--- src/rtl/clap_light_pkg.sv ---
// Shared types for the clap-controlled light block.
//   state_t  : controller FSM states (IDLE, DECODE, APPLY, HOLDOFF)
//   action_t : decoded meaning of a latched clap count
package clap_light_pkg;

    typedef enum logic [1:0] {
        IDLE,
        DECODE,
        APPLY,
        HOLDOFF
    } state_t;

    typedef enum logic [2:0] {
        NONE,
        ALL_OFF,
        ALL_ON,
        TOGGLE,
        REJECT
    } action_t;

endpackage

--- src/rtl/clap_light_ctrl_light_timer.sv ---
// One light flop plus its auto-off counter.
//   clock, reset : rising-edge clock, synchronous active-high reset
//   cmd_valid    : a command targets this light this cycle
//   cmd_value    : value the command writes into the light
//   light        : registered light state
// A command always overrides an expiry landing on the same edge. Turning the
// light on (including re-asserting it while already lit) restarts the count.
module light_timer #(
    parameter int AUTO_OFF_CYCLES = 0,
    parameter int TIMER_WIDTH     = 32
) (
    input  logic clock,
    input  logic reset,
    input  logic cmd_valid,
    input  logic cmd_value,
    output logic light
);

    localparam bit                     AUTO_EN = (AUTO_OFF_CYCLES > 0);
    localparam logic [TIMER_WIDTH-1:0] LAST    = TIMER_WIDTH'(AUTO_OFF_CYCLES - 1);

    function automatic logic [TIMER_WIDTH-1:0] sat_inc(input logic [TIMER_WIDTH-1:0] v);
        return (&v) ? v : v + TIMER_WIDTH'(1);
    endfunction

    logic [TIMER_WIDTH-1:0] count;

    always_ff @(posedge clock) begin
        if (reset) begin
            light <= 1'b0;
            count <= '0;
        end else if (cmd_valid) begin
            light <= cmd_value;
            count <= '0;
        end else if (AUTO_EN && light) begin
            // The light has been lit for AUTO_OFF_CYCLES cycles once the count
            // shows LAST, so it drops on this edge.
            if (count == LAST) begin
                light <= 1'b0;
                count <= '0;
            end else begin
                count <= sat_inc(count);
            end
        end
    end

endmodule

--- src/rtl/clap_light_ctrl.sv ---
// Clap-count command decoder driving a bank of lights.
//   clock, reset  : rising-edge clock, synchronous active-high reset
//   claps_data    : clap count from the detector
//   claps_valid   : claps_data valid
//   claps_ready   : block accepts a word this cycle (IDLE only)
//   light_state   : registered on/off state per light
//   cmd_accepted  : one-cycle pulse, a decoded command was applied
//   cmd_rejected  : one-cycle pulse, the accepted word matched no command
//   busy          : high in every state except IDLE
// Flow: IDLE -(transfer)-> DECODE -> APPLY -> HOLDOFF (optional) -> IDLE.
// Transfer in cycle N shows up on light_state and the pulses in cycle N+3.
module clap_light_ctrl
    import clap_light_pkg::*;
#(
    parameter int CLAPS_WIDTH     = 16,
    parameter int NUM_LIGHTS      = 4,
    parameter int ALL_OFF_VAL     = 1,
    parameter int ALL_ON_VAL      = 7,
    parameter int BASE_VAL        = 2,
    parameter int HOLDOFF_CYCLES  = 1024,
    parameter int AUTO_OFF_CYCLES = 0,
    parameter int TIMER_WIDTH     = 32
) (
    input  logic                   clock,
    input  logic                   reset,
    input  logic [CLAPS_WIDTH-1:0] claps_data,
    input  logic                   claps_valid,
    output logic                   claps_ready,
    output logic [NUM_LIGHTS-1:0]  light_state,
    output logic                   cmd_accepted,
    output logic                   cmd_rejected,
    output logic                   busy
);

    // Wide enough that no command constant can alias a claps_data value.
    localparam int                     XW        = CLAPS_WIDTH + 33;
    localparam logic [TIMER_WIDTH-1:0] HOLD_LAST = TIMER_WIDTH'(HOLDOFF_CYCLES - 1);

    function automatic logic [TIMER_WIDTH-1:0] sat_inc(input logic [TIMER_WIDTH-1:0] v);
        return (&v) ? v : v + TIMER_WIDTH'(1);
    endfunction

    state_t                 state;
    state_t                 state_next;
    logic [CLAPS_WIDTH-1:0] word_p0;
    logic [XW-1:0]          word_x;
    action_t                action_dec;
    action_t                action_p1;
    logic [NUM_LIGHTS-1:0]  toggle_dec;
    logic [NUM_LIGHTS-1:0]  toggle_p1;
    logic [TIMER_WIDTH-1:0] hold_count;
    logic [NUM_LIGHTS-1:0]  light_cmd;
    logic [NUM_LIGHTS-1:0]  light_val;

    assign word_x = XW'(word_p0);

    // Priority decode of the latched word; zero never forms a command.
    always_comb begin
        toggle_dec = '0;
        for (int i = 0; i < NUM_LIGHTS; i++) begin
            if (word_x == XW'(BASE_VAL) + XW'(i)) toggle_dec[i] = 1'b1;
        end
        if (word_x == '0)                        action_dec = REJECT;
        else if (word_x == XW'(ALL_OFF_VAL))     action_dec = ALL_OFF;
        else if (word_x == XW'(ALL_ON_VAL))      action_dec = ALL_ON;
        else if (|toggle_dec)                    action_dec = TOGGLE;
        else                                     action_dec = REJECT;
    end

    always_ff @(posedge clock) begin
        if (reset) state <= IDLE;
        else       state <= state_next;
    end

    always_comb begin
        state_next = state;
        case (state)
            IDLE:    if (claps_valid) state_next = DECODE;
            DECODE:  state_next = APPLY;
            APPLY:   state_next = (HOLDOFF_CYCLES > 0) ? HOLDOFF : IDLE;
            HOLDOFF: if (hold_count == HOLD_LAST) state_next = IDLE;
            default: state_next = IDLE;
        endcase
    end

    always_comb begin
        claps_ready = (state == IDLE);
        busy        = (state != IDLE);
    end

    // Stage p0: word captured on transfer.
    always_ff @(posedge clock) begin
        if (state == IDLE && claps_valid) word_p0 <= claps_data;
    end

    // Stage p1: decoded action held for APPLY.
    always_ff @(posedge clock) begin
        if (state == DECODE) begin
            action_p1 <= action_dec;
            toggle_p1 <= toggle_dec;
        end
    end

    always_ff @(posedge clock) begin
        if (reset) begin
            cmd_accepted <= 1'b0;
            cmd_rejected <= 1'b0;
        end else begin
            cmd_accepted <= (state == APPLY) && (action_p1 != REJECT);
            cmd_rejected <= (state == APPLY) && (action_p1 == REJECT);
        end
    end

    // Counts cycles spent in HOLDOFF; exits on the HOLDOFF_CYCLES-th one.
    always_ff @(posedge clock) begin
        if (reset || state != HOLDOFF) hold_count <= '0;
        else                           hold_count <= sat_inc(hold_count);
    end

    // Toggle uses the light's current value, so a toggle meeting an expiry
    // on the same edge still resolves to off.
    always_comb begin
        light_cmd = '0;
        light_val = '0;
        if (state == APPLY) begin
            for (int i = 0; i < NUM_LIGHTS; i++) begin
                case (action_p1)
                    ALL_OFF: begin light_cmd[i] = 1'b1;         light_val[i] = 1'b0;            end
                    ALL_ON:  begin light_cmd[i] = 1'b1;         light_val[i] = 1'b1;            end
                    TOGGLE:  begin light_cmd[i] = toggle_p1[i]; light_val[i] = ~light_state[i]; end
                    default: begin light_cmd[i] = 1'b0;         light_val[i] = 1'b0;            end
                endcase
            end
        end
    end

    for (genvar g = 0; g < NUM_LIGHTS; g++) begin : g_light
        light_timer #(
            .AUTO_OFF_CYCLES (AUTO_OFF_CYCLES),
            .TIMER_WIDTH     (TIMER_WIDTH)
        ) u_light_timer (
            .clock     (clock),
            .reset     (reset),
            .cmd_valid (light_cmd[g]),
            .cmd_value (light_val[g]),
            .light     (light_state[g])
        );
    end

endmodule
--- config.mk ---
export PLATFORM = sky130hd
export DESIGN_NAME = clap_light_ctrl
export DESIGN_NICKNAME = d
export VERILOG_FILES = /design/src/rtl/clap_light_pkg.sv /design/src/rtl/clap_light_ctrl_light_timer.sv /design/src/rtl/clap_light_ctrl.sv
export SDC_FILE = /design/constraint.sdc
export NUM_CORES = 1
export LEC_CHECK = 0
export CELL_PAD_IN_SITES_DETAIL_PLACEMENT = 0
export CELL_PAD_IN_SITES_GLOBAL_PLACEMENT = 2
export CORE_ASPECT_RATIO = 2
export CORE_MARGIN = 2
export CORE_UTILIZATION = 37
export CTS_BUF_LIST = sky130_fd_sc_hd__clkbuf_16
export CTS_CLUSTER_DIAMETER = 50
export DETAILED_ROUTE_END_ITERATION = 8
export PLACE_DENSITY_LB_ADDON = 0.05
export SLEW_MARGIN = 20
export SYNTH_ARGS = -nofsm -noshare
export SYNTH_HDL_FRONTEND = slang
export SYNTH_SLANG_ARGS = --single-unit
--- constraint.sdc ---
create_clock -name clock -period 2.1 [get_ports clock]
set_input_delay 0.63 -clock clock [delete_from_list [all_inputs] [get_ports clock]]
set_output_delay 0.63 -clock clock [all_outputs]
set_load 0.05 [all_outputs]
==> summary.md, run 1 <==
| Metric | Value |
|---|---|
| Status | complete, no violations |
| Synth warn | 0 |
| Syn Area/Cell | roughly 10 µm² |
| Area taken by multi-input logic gates | roughly 1500 µm² |
| Area Growth Syn to Fin | 35.4% |
| Later-pin clock latency in the skew report | between 300 and 400 ps |
| Clock Tree Buf Depth | 2 |
| Fin. Hold Viols | 0 |
| Via/cell ratio | 5.44 |
| DP Worst Slack | -47.5 ps |
| Final setup fails | 0 |
| Cells after synthesis | 307 |
| Post-route design area | about 4200 µm² |
| Buf+Inv Stages, Crit Path | 1 |
| Crit-path slowest cell | clkdlybuf4s50_1 |
| Layout Nets | 407 |
| Max-slew headroom | 0.669 |
| Die H | 133 µm |
| # hold bufs at CTS | 0 |
| Detail Placement HPWL | around 6600 µm |
| Die ar. | 9090 µm² |
| Max Freq | 0.489 GHz |
| Vias in the first global route | 2,832 |
| Final WS setup | about 55 ps |
| Top-level port count | 27 |
| Max_cap viols | 0 |
| CP required | 1470 ps |
| Top delay family on crit path | buffers and inverters |
| Slowest Stage Delay on Critical Path | 790 ps |
| DRT Pass-1 Iters | 5 |
| Lkg Pwr | 1.46 nW |
| CP Class | register to primary output |
| Sequential fraction of the synthesis area | 0.486 |
| Wire per inst | 16.6 µm |
| Port Buf Inserts | 26 |
| Root buf cell | clkbuf_16 |
| Placed Area | 3790 µm² |
| Worst-path clk slew | 50 ps |
| Setup TNS Final | 0 ps |
| DRT antenna net count | 0 |
| Number of diodes | 0 |
| Tightest Pin Transition | 483 ps |
| CTS tree | yes |
| Clock sink count | 63 |
| First-pass GRT wire length | 13,400 µm |
| Min Tclk post-route | 2050 ps |
| Die W | 68.4 µm |
| Initial DRC count | 102 |
| Max Clock Skew | 6.96 ps |
| Share of layout cells above drive strength 1 | 0.253 |
| HP Class | register to register |
| Largest net degree at the start of global routing | 17 |
| WL final | 8090 µm |
| Initial Utilization | 0.376 |
| Critical path arrival | 1420 ps |
| Count of pins over their slew limit | 0 |
| Number of synthesized flops with an enable pin | 23 |
| CTS Buf Count | 9 |
| Mapped Nets | 331 |
| Hold Slack | 480 ps |
| CP Launch Type | register |
| Initial antenna violation count | 0 |
| Commonest non-fill, non-tap cell in the layout | buf_4 |
| Setup Fix Bufs, Post-CTS | 0 |
| Synthesized area | 3070 µm² |
| Core ar. | approximately 8000 µm² |
| H-tree depth | 3 |
| PwrDens | 877 nW/µm² |
| Crit path cell chain | clkdlybuf4s50_1 |
| Max FO, Critical Path | 1 |
| Period utilization | 0.974 |
| Yosys reg bits | 63 |
| Cell variety after synth | 52 |
| Worst Setup End Kind | primary output |
| Commonest cells after routing, fill and taps aside | buf_4 (54), dfxtp_1 (38), nor2_1 (35) |
| Synth Flop Type | dfxtp_1 |
| Tot Pwr | 3.64 mW |
| RD Place Congestion | 0.782 |
| Register area | 1490 µm² |
| Routed vias | 2,642 |
| DRC | 0 |
| VDD IR max | ~440 µV |
| Post-synth ARST share | 0 |
| GRT Total Usage | 0.202 |
| RSZ-0062 raised after global routing | false |
| Grt total ovfl | 0 |
| Filler cells | 786 |
| Row count | 47 |
## through the flow
step | util | std cells
after global placement | 0.464 | 470
final | 0.508 | 486
after global routing | 0.508 | 486
after CTS | 0.504 | 486
after detailed placement | 0.464 | 470
after floorplan | - | 307
## cell type report
class / count / area share
sequential: 63 / 0.359
multi-input combinational: 221 / 0.359
timing repair buffer: 77 / 0.163
clock buffer: 9 / 0.0542
tap: 98 / 0.0295
clock inverter: 7 / 0.0250
inverter: 11 / 0.00993
## flip-flops by register name, indices dropped and copies added (netlist names)
signal,count
hold_count,32
cmd_accepted,1
toggle_p1,4
g_light.u_light_timer.light,4
cmd_rejected,1
action_p1,3
word_p0,16
state,2
## synth_stat cells, drive strengths merged (4+ instances only)
library cell | n | area [µm²]
nand3 | 13 | 65.1
ha | 5 | 62.6
o31ai | 7 | 93.8
inv | 11 | 41.3
xor2 | 5 | 43.8
xnor2 | 10 | 87.6
nand4 | 13 | 111
nor3 | 11 | 66.3
a211oi | 6 | 45.0
nand2 | 24 | 90.1
nor2 | 35 | 131
or3 | 5 | 31.3
clkbuf | 5 | 20.0
buf | 6 | 46.3
edfxtp | 23 | 691
o211ai | 4 | 30.0
dfxtp | 40 | 801
nor4 | 10 | 77.6
o21ai | 10 | 50.0
and4 | 4 | 36.3
o2111ai | 6 | 52.6
nand2b | 4 | 25.0
or4 | 11 | 90.1
a21oi | 11 | 58.8
## worst paths after layout
path                               start                           to  slack, ps  cells after the start
max reg2reg  hold_count[26]$_SDFFE_PP0N_  hold_count[17]$_SDFFE_PP0N_        110                      6
min reg2reg   hold_count[1]$_SDFFE_PP0N_   hold_count[1]$_SDFFE_PP0N_        480                      2
max              cmd_accepted$_SDFF_PP0_                 cmd_accepted         50                      1
min           hold_count[1]$_SDFFE_PP0N_   hold_count[1]$_SDFFE_PP0N_        480                      2
## logic make-up (layout without fill, tap and decap cells)
| group | after synthesis | count (layout) | share of synthesized area |
|---|---|---|---|
| compound gates | 59 | 59 | 0.149 |
| xor+xnor | 15 | 15 | 0.0428 |
| fa+ha+maj | 5 | 5 | 0.0204 |
| buf+inv | 23 | 104 | 0.0391 |
| flops | 63 | 63 | 0.486 |
| simple gates | 142 | 142 | 0.263 |
## power by group
part	leakage, nW	switching, mW	internal, mW
registers	0.540	0.0821	1.43
clock network	0.161	0.564	1.05
logic	0.761	0.292	0.220
## what timing repair did
item | in CTS | in global routing
setup endpoints to repair | 1 | 13
resized for setup | 1 | 11
pin swaps | 0 | 2
## metal layers
| layer | global-route usage | vias to the layer above | share of wire |
|---|---|---|---|
| met4 | 0.119 | 0 | 0.046 |
| met1 | 0.165 | 1247 | 0.31 |
| met3 | 0.0374 | 24 | 0.020 |
| met5 | 0 | - | 0 |
| li1 | - | 1327 | - |
| met2 | 0.398 | 44 | 0.62 |
Power figures use the tool's default switching activity.
==> run 2, diff against run 1 <==
==> constraint.sdc (replaced) <==
create_clock -name clock -period 2.1 [get_ports clock]
set_input_delay 0.42 -clock clock [delete_from_list [all_inputs] [get_ports clock]]
set_output_delay 0.42 -clock clock [all_outputs]
set_load 0.05 [all_outputs]
==> run 2 against run 1 <==
Compared with the run above: clock power rose by 6%; non-clock buffer count fell by 3; largest cell class unchanged; worst setup slack improved by 68 ps; final cell count fell by 0.62%; combinational power fell by 10%.
==> summary.md, run 2 (synthesized netlist as in run 1, its figures left out) <==
| Metric | Value |
|---|---|
| Status | complete, no violations |
| First-pass GRT wire length | 13,200 µm (-1.4%) |
| Vias in the first global route | 2,667 (-5.8%) |
| Max Clock Skew | 5.04 ps (-1.91 ps) |
| Max-slew headroom | 0.671 (+0.00151) |
| Tot Pwr | 3.70 mW (+1.6%) |
| Max FFs per register | 32 (unchanged) |
| Commonest non-fill, non-tap cell in the layout | buf_4 |
| Wire per inst | 17.0 µm (+2.4%) |
| PwrDens | 892 nW/µm² (+1.7%) |
| VDD IR max | 424 µV (-3.6%) |
| Period utilization | 0.941 (-0.0325) |
| CTS Buf Count | 9 (unchanged) |
| Max Used Layer | met4 |
| Tightest Pin Transition | 492 ps (+8.70 ps) |
| Max FO, Critical Path | 7 (+6) |
| Filler cells | 824 (+4.8%) |
| DP Worst Slack | -154 ps (-106 ps) |
| Die ar. | 9090 µm² (unchanged) |
| Core ar. | 8170 µm² (unchanged) |
| Count of pins over their slew limit | 0 (unchanged) |
| Number of diodes | 0 (unchanged) |
| Lkg Pwr | 1.44 nW (-1.1%) |
| Max_cap viols | 0 (unchanged) |
| Initial antenna violation count | 0 (unchanged) |
| Worst-path clk slew | 60 ps (about the same) |
| Met1 WL | 2700 µm (+7.7%) |
| HP Class | register to register |
| Share of layout cells above drive strength 1 | 0.249 (-0.00323) |
| Die H | 133 µm (unchanged) |
| Fin. Hold Viols | 0 (unchanged) |
| Later-pin clock latency in the skew report | 330 ps (about the same) |
| RSZ-0062 raised after global routing | false |
| Clock Tree Buf Depth | 2 (unchanged) |
| DR WL met3 | 142 µm (-13%) |
| Layout Nets | 404 (-0.74%) |
| Worst Setup End Kind | register |
| Min Tclk post-route | 1980 ps (-68.2 ps) |
| DRT Pass-1 Iters | 4 (-1) |
| WL final | 8230 µm (+1.8%) |
| Top flop regs | hold_count (32), word_p0 (16) |
| Routed vias | 2,657 (+0.57%) |
| H-tree depth | 3 (unchanged) |
| DRC | 0 (unchanged) |
| CP Class | register to register |
| Final setup fails | 0 (unchanged) |
| Most flops, register | hold_count |
| Final core utilization | 0.508 (-0.000612) |
| CP Launch Type | register |
| Largest net degree at the start of global routing | 22 (+5) |
| RD Place Congestion | 0.826 (+5.6%) |
| Final WS setup | 123 ps (+68.2 ps) |
| DRT antenna net count | 0 (unchanged) |
| Top-level port count | 27 (unchanged) |
| Max Freq | 0.506 GHz (+3.5%) |
| Clock sink count | 63 (unchanged) |
| Commonest cells after routing, fill and taps aside | buf_4 (48), nor2_1 (35), dfxtp_1 (32) |
| Root buf cell | clkbuf_16 |
| CTS tree | yes |
| Die W | 68.4 µm (unchanged) |
| Port Buf Inserts | 26 (unchanged) |
| Row count | 47 (unchanged) |
| Hold Slack | 495 ps (+15.9 ps) |
| WL met2 | 5070 µm (+0.54%) |
| Initial DRC count | 91 (-11%) |
| Area Growth Syn to Fin | 35.2% |
| Setup TNS Final | 0 ps (unchanged) |
| Initial Utilization | 0.376 (unchanged) |
| Via/cell ratio | 5.50 (+1.2%) |
| Critical path arrival | 2210 ps (+790 ps) |
| GRT Total Usage | 0.200 (-0.00141) |
| CP required | 2330 ps (+860 ps) |
| Grt total ovfl | 0 (unchanged) |
| Detail Placement HPWL | 6420 µm (-2.6%) |
run 2: layer usage:
metal,GRT usage,vias to the layer above
li1,-,1320
met1,0.180,1291
met2,0.389,29
met3,0.0332,17
met4,0.101,0
met5,0,-
run 2: critical path: stages, from the launching register on:
cell and delay (ps):
dfxtp_2 390, nand4_4 190, or4_4 660, nor3_4 260, buf_4 180, o311ai_0 120, o41ai_1 90
run 2: path summary, 6_finish.rpt:
path	from	to	slack, ps	cells after the start
worst max-delay path	hold_count[12]$_SDFFE_PP0N_	hold_count[7]$_SDFFE_PP0N_	120	6
worst min-delay path	hold_count[1]$_SDFFE_PP0N_	hold_count[1]$_SDFFE_PP0N_	500	2
worst max register to register	hold_count[12]$_SDFFE_PP0N_	hold_count[7]$_SDFFE_PP0N_	120	6
worst min register to register	hold_count[1]$_SDFFE_PP0N_	hold_count[1]$_SDFFE_PP0N_	500	2
run 2: cell type report:
class	count	area, µm²	area share
Clock buffer	9	225	0.0542
Clock inverter	7	121	0.0292
Inverter	11	41.3	0.00995
Multi-Input combinational cell	221	1500	0.361
Sequential cell	63	1500	0.362
Tap cell	98	123	0.0295
Timing Repair Buffer	74	641	0.154
run 2: metrics by stage:
step / instances / instance area (µm²)
after floorplan: 307 / 3070
after global placement: 466 / 3750
after detailed placement: 466 / 3750
after CTS: 482 / 4110
after global routing: 483 / 4150
final: 483 / 4150
run 2: timing repair:
item,4_1_cts,5_1_grt
hold buffers,0,0
setup buffers,0,1
endpoints found under the setup margin,5,20
pin swaps,0,2
hold endpoints to repair,0,0
gates resized for setup,4,16
run 2: report_power, final:
group	switching, mW	total [mW]	leakage, nW	internal (mW)
Combinational	0.282	0.460	0.732	0.177
Sequential	0.0840	1.52	0.543	1.43
Clock	0.562	1.72	0.170	1.16
